## src/rtl/tx_frame_scheduler_pkg.sv

```systemverilog
// Shared definitions for the TX frame scheduler: FSM encoding, preamble/SFD
// bytes and the layout of the header that precedes each frame in the ring.
package tx_frame_scheduler_pkg;

  typedef enum logic [2:0] {
    IDLE,
    HDR,
    WAIT_TS,
    PREAMBLE,
    DATA,
    IFG
  } tx_state_e;

  localparam logic [7:0] PREAMBLE_BYTE = 8'h55;
  localparam logic [7:0] SFD_BYTE      = 8'hD5;
  localparam int         PREAMBLE_LEN  = 8;

  localparam logic [1:0] HDR_LEN_OFS    = 2'd0;
  localparam logic [1:0] HDR_TS_HI_OFS  = 2'd1;
  localparam logic [1:0] HDR_TS_MID_OFS = 2'd2;
  localparam logic [1:0] HDR_TS_LO_OFS  = 2'd3;
  localparam int         HDR_WORDS      = 4;

  // Payload occupies ceil(len/2) 16-bit words.
  function automatic logic [10:0] payload_words(input logic [10:0] len);
    logic [11:0] sum;
    sum = {1'b0, len} + 12'd1;
    return sum[11:1];
  endfunction

endpackage

```

## src/rtl/tx_ts_compare.sv

```systemverilog
// Registered launch-time check: high one clock after now >= ts, or when ts is
// zero (meaning "send as soon as possible").
module tx_ts_compare (
  input  logic        clk_i,
  input  logic        rst_i,
  input  logic [47:0] ts_i,
  input  logic [47:0] now_i,
  output logic        ge_o
);

  logic ge_q;

  always_ff @(posedge clk_i) begin
    if (rst_i) begin
      ge_q <= 1'b0;
    end else begin
      ge_q <= (ts_i == 48'd0) || (now_i >= ts_i);
    end
  end

  assign ge_o = ge_q;

endmodule

```

## src/rtl/tx_frame_scheduler.sv

```systemverilog
// Pulls timestamped frame records out of a TX ring buffer and plays them onto
// GMII with preamble/SFD and inter-frame gap, returning the read pointer.
module tx_frame_scheduler
  import tx_frame_scheduler_pkg::*;
#(
  parameter int ADDR_W    = 12,
  parameter int IFG_BYTES = 12,
  parameter int MIN_LEN   = 14,
  parameter int MAX_LEN   = 1522
) (
  input  logic              sys_clk,
  input  logic              sys_rst,
  input  logic              tx_enable,
  input  logic [47:0]       global_counter,
  input  logic [ADDR_W-1:0] mem_wr_ptr,
  output logic [ADDR_W-1:0] mem_rd_ptr,
  output logic [ADDR_W-1:0] mem_rd_addr,
  input  logic [15:0]       mem_rd_data,
  output logic [7:0]        gmii_txd,
  output logic              gmii_tx_en,
  output logic              tx_busy,
  output logic              len_err,
  output logic [31:0]       frame_cnt
);

  tx_state_e         state_q, state_d;
  logic [ADDR_W-1:0] rd_ptr_q, rd_ptr_d;
  logic [ADDR_W-1:0] rd_addr_q, rd_addr_d;
  logic [ADDR_W-1:0] wr_snap_q, wr_snap_d;
  logic [10:0]       len_q, len_d;
  logic [10:0]       cnt_q, cnt_d;
  logic [15:0]       ts_hi_q, ts_hi_d, ts_mid_q, ts_mid_d, ts_lo_q, ts_lo_d;
  logic [7:0]        txd_q, txd_d;
  logic              tx_en_q, tx_en_d;
  logic              len_err_q, len_err_d;
  logic [31:0]       frame_cnt_q, frame_cnt_d;

  logic [10:0]       rx_len;
  logic              len_bad;
  logic [47:0]       ts_cmp;
  logic              ts_ready;
  logic [ADDR_W-1:0] next_rec;

  assign rx_len   = mem_rd_data[10:0];
  assign len_bad  = (rx_len < 11'(MIN_LEN)) || (rx_len > 11'(MAX_LEN));
  assign next_rec = rd_ptr_q + ADDR_W'(HDR_WORDS) + ADDR_W'(payload_words(len_q));

  // The low timestamp word is fed straight from memory on the last header
  // read so the registered compare is ready on the first WAIT_TS clock.
  assign ts_cmp = (state_q == HDR) ? {ts_hi_q, ts_mid_q, mem_rd_data}
                                   : {ts_hi_q, ts_mid_q, ts_lo_q};

  tx_ts_compare u_ts_compare (
    .clk_i (sys_clk),
    .rst_i (sys_rst),
    .ts_i  (ts_cmp),
    .now_i (global_counter),
    .ge_o  (ts_ready)
  );

  always_comb begin
    state_d     = state_q;
    rd_ptr_d    = rd_ptr_q;
    rd_addr_d   = rd_addr_q;
    wr_snap_d   = wr_snap_q;
    len_d       = len_q;
    cnt_d       = cnt_q;
    ts_hi_d     = ts_hi_q;
    ts_mid_d    = ts_mid_q;
    ts_lo_d     = ts_lo_q;
    txd_d       = 8'h00;
    tx_en_d     = 1'b0;
    len_err_d   = 1'b0;
    frame_cnt_d = frame_cnt_q;

    unique case (state_q)
      IDLE: begin
        if (tx_enable && (mem_wr_ptr != rd_ptr_q)) begin
          wr_snap_d = mem_wr_ptr;
          rd_addr_d = rd_ptr_q + ADDR_W'(1);
          cnt_d     = 11'd0;
          state_d   = HDR;
        end
      end
      HDR: begin
        cnt_d = cnt_q + 11'd1;
        if (cnt_q[1:0] != HDR_TS_LO_OFS) rd_addr_d = rd_addr_q + ADDR_W'(1);
        case (cnt_q[1:0])
          HDR_LEN_OFS: begin
            len_d = rx_len;
            // Bad length: drop everything queued up to the sampled write pointer.
            if (len_bad) begin
              len_err_d = 1'b1;
              rd_ptr_d  = wr_snap_q;
              rd_addr_d = wr_snap_q;
              state_d   = IDLE;
            end
          end
          HDR_TS_HI_OFS:  ts_hi_d  = mem_rd_data;
          HDR_TS_MID_OFS: ts_mid_d = mem_rd_data;
          HDR_TS_LO_OFS: begin
            ts_lo_d = mem_rd_data;
            state_d = WAIT_TS;
          end
        endcase
      end
      WAIT_TS: begin
        if (ts_ready) begin
          cnt_d   = 11'd0;
          state_d = PREAMBLE;
        end
      end
      PREAMBLE: begin
        tx_en_d = 1'b1;
        cnt_d   = cnt_q + 11'd1;
        txd_d   = PREAMBLE_BYTE;
        if (cnt_q == 11'(PREAMBLE_LEN - 1)) begin
          txd_d   = SFD_BYTE;
          cnt_d   = 11'd0;
          state_d = DATA;
        end
      end
      DATA: begin
        tx_en_d = 1'b1;
        cnt_d   = cnt_q + 11'd1;
        txd_d   = cnt_q[0] ? mem_rd_data[7:0] : mem_rd_data[15:8];
        // Read data lags the address by one clock, so stepping the address on
        // the high byte lands the next word exactly when it is needed.
        if (!cnt_q[0]) rd_addr_d = rd_addr_q + ADDR_W'(1);
        if (cnt_q == len_q - 11'd1) begin
          rd_ptr_d    = next_rec;
          rd_addr_d   = next_rec;
          frame_cnt_d = frame_cnt_q + 32'd1;
          cnt_d       = 11'd0;
          state_d     = IFG;
        end
      end
      IFG: begin
        cnt_d = cnt_q + 11'd1;
        if (cnt_q == 11'(IFG_BYTES - 1)) begin
          cnt_d   = 11'd0;
          state_d = IDLE;
        end
      end
      default: state_d = IDLE;
    endcase
  end

  always_ff @(posedge sys_clk) begin
    if (sys_rst) begin
      state_q     <= IDLE;
      rd_ptr_q    <= '0;
      rd_addr_q   <= '0;
      wr_snap_q   <= '0;
      len_q       <= '0;
      cnt_q       <= '0;
      ts_hi_q     <= '0;
      ts_mid_q    <= '0;
      ts_lo_q     <= '0;
      txd_q       <= 8'h00;
      tx_en_q     <= 1'b0;
      len_err_q   <= 1'b0;
      frame_cnt_q <= '0;
    end else begin
      state_q     <= state_d;
      rd_ptr_q    <= rd_ptr_d;
      rd_addr_q   <= rd_addr_d;
      wr_snap_q   <= wr_snap_d;
      len_q       <= len_d;
      cnt_q       <= cnt_d;
      ts_hi_q     <= ts_hi_d;
      ts_mid_q    <= ts_mid_d;
      ts_lo_q     <= ts_lo_d;
      txd_q       <= txd_d;
      tx_en_q     <= tx_en_d;
      len_err_q   <= len_err_d;
      frame_cnt_q <= frame_cnt_d;
    end
  end

  assign mem_rd_ptr  = rd_ptr_q;
  assign mem_rd_addr = rd_addr_q;
  assign gmii_txd    = txd_q;
  assign gmii_tx_en  = tx_en_q;
  assign tx_busy     = (state_q != IDLE);
  assign len_err     = len_err_q;
  assign frame_cnt   = frame_cnt_q;

endmodule

```

## config.mk

```make
export PLATFORM = sky130hd
export DESIGN_NAME = tx_frame_scheduler
export DESIGN_NICKNAME = d
export VERILOG_FILES = /design/src/rtl/tx_frame_scheduler_pkg.sv /design/src/rtl/tx_ts_compare.sv /design/src/rtl/tx_frame_scheduler.sv
export SDC_FILE = /design/constraint.sdc
export NUM_CORES = 1
export LEC_CHECK = 0
export ABC_AREA = 1
export CAP_MARGIN = 10
export CORE_UTILIZATION = 32
export CTS_CLUSTER_SIZE = 8
export DETAILED_ROUTE_END_ITERATION = 16
export SKIP_LAST_GASP = 1
export SYNTH_ARGS = -nofsm -noshare
export SYNTH_HDL_FRONTEND = slang
export SYNTH_HIERARCHICAL = 1
export SYNTH_SLANG_ARGS = --single-unit
```

## constraint.sdc

```tcl
create_clock -name sys_clk -period 3.5 [get_ports sys_clk]
set_input_delay 1.05 -clock sys_clk [delete_from_list [all_inputs] [get_ports sys_clk]]
set_output_delay 1.05 -clock sys_clk [all_outputs]
set_load 0.02 [all_outputs]
```

==> reports/summary.txt, run 1 <==
Outcome: completed
Commonest non-fill, non-tap cell in the layout: nand2_1
Most frequent cells in the layout: nand2_1 (408), inv_1 (185), a21oi_1 (158), dfxtp_1 (151), clkdlybuf4s50_1 (144)
Pwr Density: 617 nW/um^2
Number of flops mapped to enable cells by yosys: 0
Pre-CTS setup slack: 151 ps
Post-CTS setup repair buffer count: 0
Critical Path Start Type: flip-flop
Vias in the first global route: 10.7k
Area growth, synth to finish: 23.6%
Setup ws final: 290 ps
Antenna violations before repair: 0
Non-Filler Instances: 2267
ANT nets after route: 0
Core area: 33600 sq um
CTS clock-pin slew for the worst setup and hold paths: 70 ps
Via density: 4.98
Switching share of power: 0.444
Req. time, crit path: 3830 ps
Min-Delay Path Class: reg2reg
Overall routing resource usage: 0.200
Largest net degree at the start of global routing: 66
TNS Setup: 0 ps
Crit path max fanout: 5
Synth Area in Adders: 0.0908
Die Y: 187 um
Clk sinks: 152
Detailed Routing Iterations Pass 1: 5
Via count: 11.3k
Endpoint class of the critical path: flip-flop
Leakage Power: 5.39 nW
Placed insts: 2235
Post-synthesis sequential area ratio: 0.277
Post-Route WL: 34.8 mm
VDD IR max: 0.449 mV
Fin util: 0.403
Combinational share of power: 0.476
Worst skew pair latency: 440 ps
Root buf cell: clkbuf_16
Post-cts sizing count: 0
Fin. Hold Viols: 0
Final setup skew: 17.5 ps
Mux cell area share after synthesis: 0.00274
Post-layout min period: 3210 ps
Internal power: 4.65 mW
Main combinational cell family by area after synthesis: simple AND/OR/NAND/NOR gates
Area share of the largest cell type after synthesis: 0.277
Max-Cap Viols: 0
Port Buffer Count: 145
CTS max path bufs: 2
DIE AREA: 35000 sq um
Measured slew at the worst slew-check pin: 700 ps
Initial Util: 0.326
Share of power burned in registers: 0.278
Grt ovf: 0
CTS H-tree depth: 4
Fin. max-slew vios: 0
Yosys top cell by area: dfxtp_1
FP Rows: 67
Ys async rst share: 0
First-pass GRT wire length: 56.4 mm
DR iter-0 viols: 738
Final period util: 0.917
CTS tree: done
YS warnings: 6
Share of cells above drive strength 1: 0.0819
Synthesized instance count: 1680
Flops & latches, synth: 152
Unrepaired setup endpoints after global routing: false
Xor/xnor share of the synthesized area: 0.0519
Final setup vio count: 0
Synth Net Count: 1838
Synthesized area: 11000 sq um
Top cells by area, synth: dfxtp_1 (28%), nand2_1 (14%), ha_1 (8.9%)
Switching power: 3.71 mW
Kind of critical path: reg2reg
Post-synth cell types: 52
Crit path DAT: 3540 ps
Compound-Gate Fraction of Synth Area: 0.155
Gpl congestion: 0.906
Drt drc: 0
Die width: 187 um
Cts hold-fix bufs: 0
Syn_area_per_cell: 6.53 sq um
Max Freq: 312 MHz
Dpl hpwl: 26.8 mm
Cts bufs inserted: 17
Drt wl/cell: 15.3 um
Slew HR: 0.534
Fin nets: 1964
# IOs: 146
Main synth FF type: dfxtp_1
N_diodes: 0
Clock share of power: 0.246
Post-Synth Simple-Gate Area: 0.319
==> through the flow <==
stage | power (mW) | cell area (sq um) | hold WS, ps
CTS | 8.35 | 13500 | 455
global placement | 6.22 | 12900 | 435
finish | 8.35 | 13600 | 450
detailed placement | 6.27 | 12900 | 444
floorplan | 5.08 | 11000 | 425
global route | 8.96 | 13600 | 482
==> cell type report <==
class,count,area [sq um]
fillers,3539,20100
multi-input cells,1252,6820
flip-flops and latches,152,3040
repair buffers,179,1710
inverters,204,766
well taps,448,561
clock buffers,20,457
clock inverters,12,188
==> worst max-delay path: stages, from the launching register on <==
cell and delay [ps]:
dfxtp_1 370, inv_1 100, nor3_2 220, nand3_1 160, nor3_2 180, nand3_1 150
xor2_1 180, ha_1 280, ha_1 360, nand2_1 120, o22ai_1 80, nor2_1 100
nand3_1 110, or2_2 280, nand2_1 100, nand2_1 60, nand2_1 70, nand3_1 60
nor2_1 90, nor2_1 40
==> sequential cells by signal, summed over array words and instances, names as in the netlist, 11 cells and up <==
signal and cells:
cnt_q 11, len_q 11, frame_cnt 32, mem_rd_addr 12, ts_hi_q 16, ts_lo_q 16
mem_rd_ptr 12, wr_snap_q 12, ts_mid_q 16
==> cell usage after synthesis, types with 2 or more instances <==
master      n
a211oi_2    2
a21o_1      5
a21oi_1   159
a21oi_2     5
a31oi_1     2
and3_1      2
buf_1       2
buf_2      19
buf_6       9
clkbuf_1   39
clkbuf_2    3
dfxtp_1   152
ha_1       78
inv_1     186
inv_2      18
mux2i_1     3
nand2_1   408
nand2_2     6
nand2_4     4
nand3_1   109
nand3_2     4
nand3b_1    7
nand4_1    26
nand4_2     2
nor2_1    140
nor2_2     13
nor2_4      6
nor3_1     38
nor3_2      3
nor4_1      8
o211ai_1    9
o21ai_0   112
o21ai_1     8
o21ai_2     3
o21bai_1    3
o22ai_1     2
or2_2       7
xnor2_1    20
xor2_1     45
==> power by group through the flow <==
stage | combinational, mW | clock (mW) | sequential [mW]
4_1_cts | 3.94 | 2.09 | 2.32
3_5_place_dp | 3.91 | 0 | 2.36
6_report | 3.97 | 2.05 | 2.33
5_1_grt | 4.44 | 2.16 | 2.36
2_1_floorplan | 2.75 | 0 | 2.34
3_3_place_gp | 3.87 | 0 | 2.35
==> per-layer routing <==
metal | vias up | share of wire | wire length (um) | global-route usage
met4 | 0 | 0.016 | 555 | 0.0567
met3 | 38 | 0.054 | 1880 | 0.0265
met1 | 5177 | 0.47 | 16400 | 0.272
met2 | 348 | 0.46 | 15900 | 0.329
met5 | - | 0 | 0 | 0
li1 | 5733 | - | - | -
==> cells by family after synthesis <==
group / Yosys count
buffers and inverters: 276
xor gates and xnor gates: 65
DFF: 152
and+or+nand+nor: 789
adders and majority gates: 79
muxes: 3
AOI/OAI and AO/OA: 316
==> path summary, 6_finish.rpt <==
path                            startpoint               to  slack (ps)  cells after the start
worst max-delay path              len_q[1]  mem_rd_addr[10]         290                     19
worst min-delay path            ts_lo_q[4]       ts_lo_q[4]         450                      2
worst max register to register    len_q[1]  mem_rd_addr[10]         290                     19
worst min register to register  ts_lo_q[4]       ts_lo_q[4]         450                      2
Note: power is estimated with default switching activity, not from simulation.
==> run 2, diff against run 1 <==
ABC_AREA = unset   (was 1)
CORE_UTILIZATION = 56   (was 32)
PLACE_DENSITY = 0.82   (was unset)
SLEW_MARGIN = 30   (was unset)
==> run 2 against run 1 <==
Effect of this change:
- utilization grew 32 points
- final cell count shrank 26%
- die area decreased by 48%
- clock power down 2%
- register-to-register slack got worse by 190 ps
- critical endpoint is now mem_rd_ptr[10]
==> reports/summary.txt, run 2 <==
Vias in the first global route: 9349
Final period util: 0.970
Min-Delay Path Class: reg2reg
Critical Path Start Type: flip-flop
Post-synth cell types: 65
Synthesized instance count: 1307
Setup ws final: 105 ps
Gpl congestion: 0.973
Overall Power: 4.83 mW
Yosys top cell by area: dfxtp_1
Synthesized area: 9950 sq um
Top cells by area, synth: dfxtp_1 (31%), ha_1 (9.8%), nand2_1 (9.1%)
Detailed Routing Iterations Pass 1: 6
Grt ovf: 0
Main synth FF type: dfxtp_1
Req. time, crit path: 3810 ps
Worst skew pair latency: 430 ps
Dpl hpwl: 22.4 mm
Core area: 17300 sq um
Initial Util: 0.575
Count leader, synth: nand2_1
Post-synthesis sequential area ratio: 0.306
Max-Cap Viols: 0
Fin. max-slew vios: 0
Max reg flops: 32
TNS Setup: 0 ps
Via density: 6.00
Fin. Hold Viols: 0
Commonest non-fill, non-tap cell in the layout: nand2_1
Clk sinks: 152
First-pass GRT wire length: 48.6 mm
Outcome: completed
Final setup skew: 16.3 ps
Post-Route WL: 30.7 mm
Antenna violations before repair: 0
Root buf cell: clkbuf_16
DR iter-0 viols: 1222
ANT nets after route: 0
Drt drc: 0
Final setup vio count: 0
CTS clock-pin slew for the worst setup and hold paths: 60 ps
Synth Net Count: 1465
Ys async rst share: 0
Max Freq: 295 MHz
Drt wl/cell: 18.3 um
Leakage Power: 4.86 nW
Via count: 10.1k
VDD IR max: 0.375 mV
Area share of the largest cell type after synthesis: 0.306
Fin nets: 1598
Crit path max fanout: 6
Die Y: 135 um
YS warnings: 6
N_diodes: 0
FP Rows: 48
Share of cells above drive strength 1: 0.0743
# IOs: 146
Slew HR: 0.448
Endpoint class of the critical path: flip-flop
Post-layout min period: 3390 ps
Top cells by count, synth: nand2_1 (241), dfxtp_1 (152), a21oi_1 (108)
Syn_area_per_cell: 7.61 sq um
Pre-CTS setup slack: 30.2 ps
Min Hold Slack: 461 ps
Most frequent cells in the layout: nand2_1 (241), dfxtp_1 (151), clkdlybuf4s50_1 (144), a21oi_1 (108), nor2_1 (100)
Largest net degree at the start of global routing: 59
Crit path DAT: 3710 ps
Cts bufs inserted: 17
CTS tree: done
Number of flops mapped to enable cells by yosys: 0
DIE AREA: 18300 sq um
Fin util: 0.721
Flops & latches, synth: 152
Area growth, synth to finish: 25.4%
Pwr Density: 387 nW/um^2
Port Buffer Count: 145
Kind of critical path: reg2reg
Die width: 135 um
CTS H-tree depth: 4
Overall routing resource usage: 0.338
CTS max path bufs: 2
Measured slew at the worst slew-check pin: 828 ps
## run 2: routing by layer
layer / vias up / wire length, um / track usage
li1: 4779 / - / -
met1: 4769 / 13100 / 0.462
met2: 468 / 13900 / 0.525
met3: 59 / 2990 / 0.0726
met4: 0 / 685 / 0.117
met5: - / 0 / 0
## run 2: worst paths after layout
kind              startpoint             end  slack [ps]  cells after the start
setup / recovery    len_q[1]  mem_rd_ptr[10]         110                     13
hold / removal    ts_lo_q[8]      ts_lo_q[8]         460                      2
setup reg to reg    len_q[1]  mem_rd_ptr[10]         110                     13
hold reg to reg   ts_lo_q[8]      ts_lo_q[8]         460                      2
## run 2: kinds of logic after synthesis
kind of cell    after synthesis  synth area share
mux                          45            0.0455
flops                       152             0.306
buf+inv                     155            0.0606
simple gates                539             0.252
xor+xnor                     99            0.0872
compound gates              238             0.149
fa+ha+maj                    79             0.100
## run 2: worst max-delay path: stages (launching register included)
cell,delay [ps]
dfxtp_1,420
ha_1,280
nand3_1,140
xnor2_1,170
ha_1,280
ha_1,400
nand3_1,150
o211ai_1,140
nor4_1,300
o31ai_1,150
a21oi_1,280
xor2_2,270
a21oi_1,100
o21a_1,200
## run 2: layout make-up
class	count	area [sq um]
Clock inverter	13	190
Timing Repair Buffer	200	1910
Fill cell	1341	4830
Clock buffer	19	453
Inverter	69	259
Multi-Input combinational cell	1000	6330
Tap cell	225	282
Sequential cell	152	3040
## run 2: power by group
part           internal (mW)  leakage, nW  switching [mW]
logic                  0.427         3.31           0.522
clock network           1.24        0.314           0.767
registers               1.78         1.23          0.0864
total                   3.45         4.86            1.38
## run 2: per-stage QoR
step	instance area [sq um]	std cells
final	12500	1678
after global routing	12500	1678
after CTS	12400	1678
after detailed placement	11800	1646
after global placement	11800	1646
after floorplan	9950	1307
## run 2: timing repair
item                       in CTS  in global routing
setup buffers                   0                  0
setup endpoints to repair       0                  9
resized for setup               0                  5
hold buffers                    0                  0
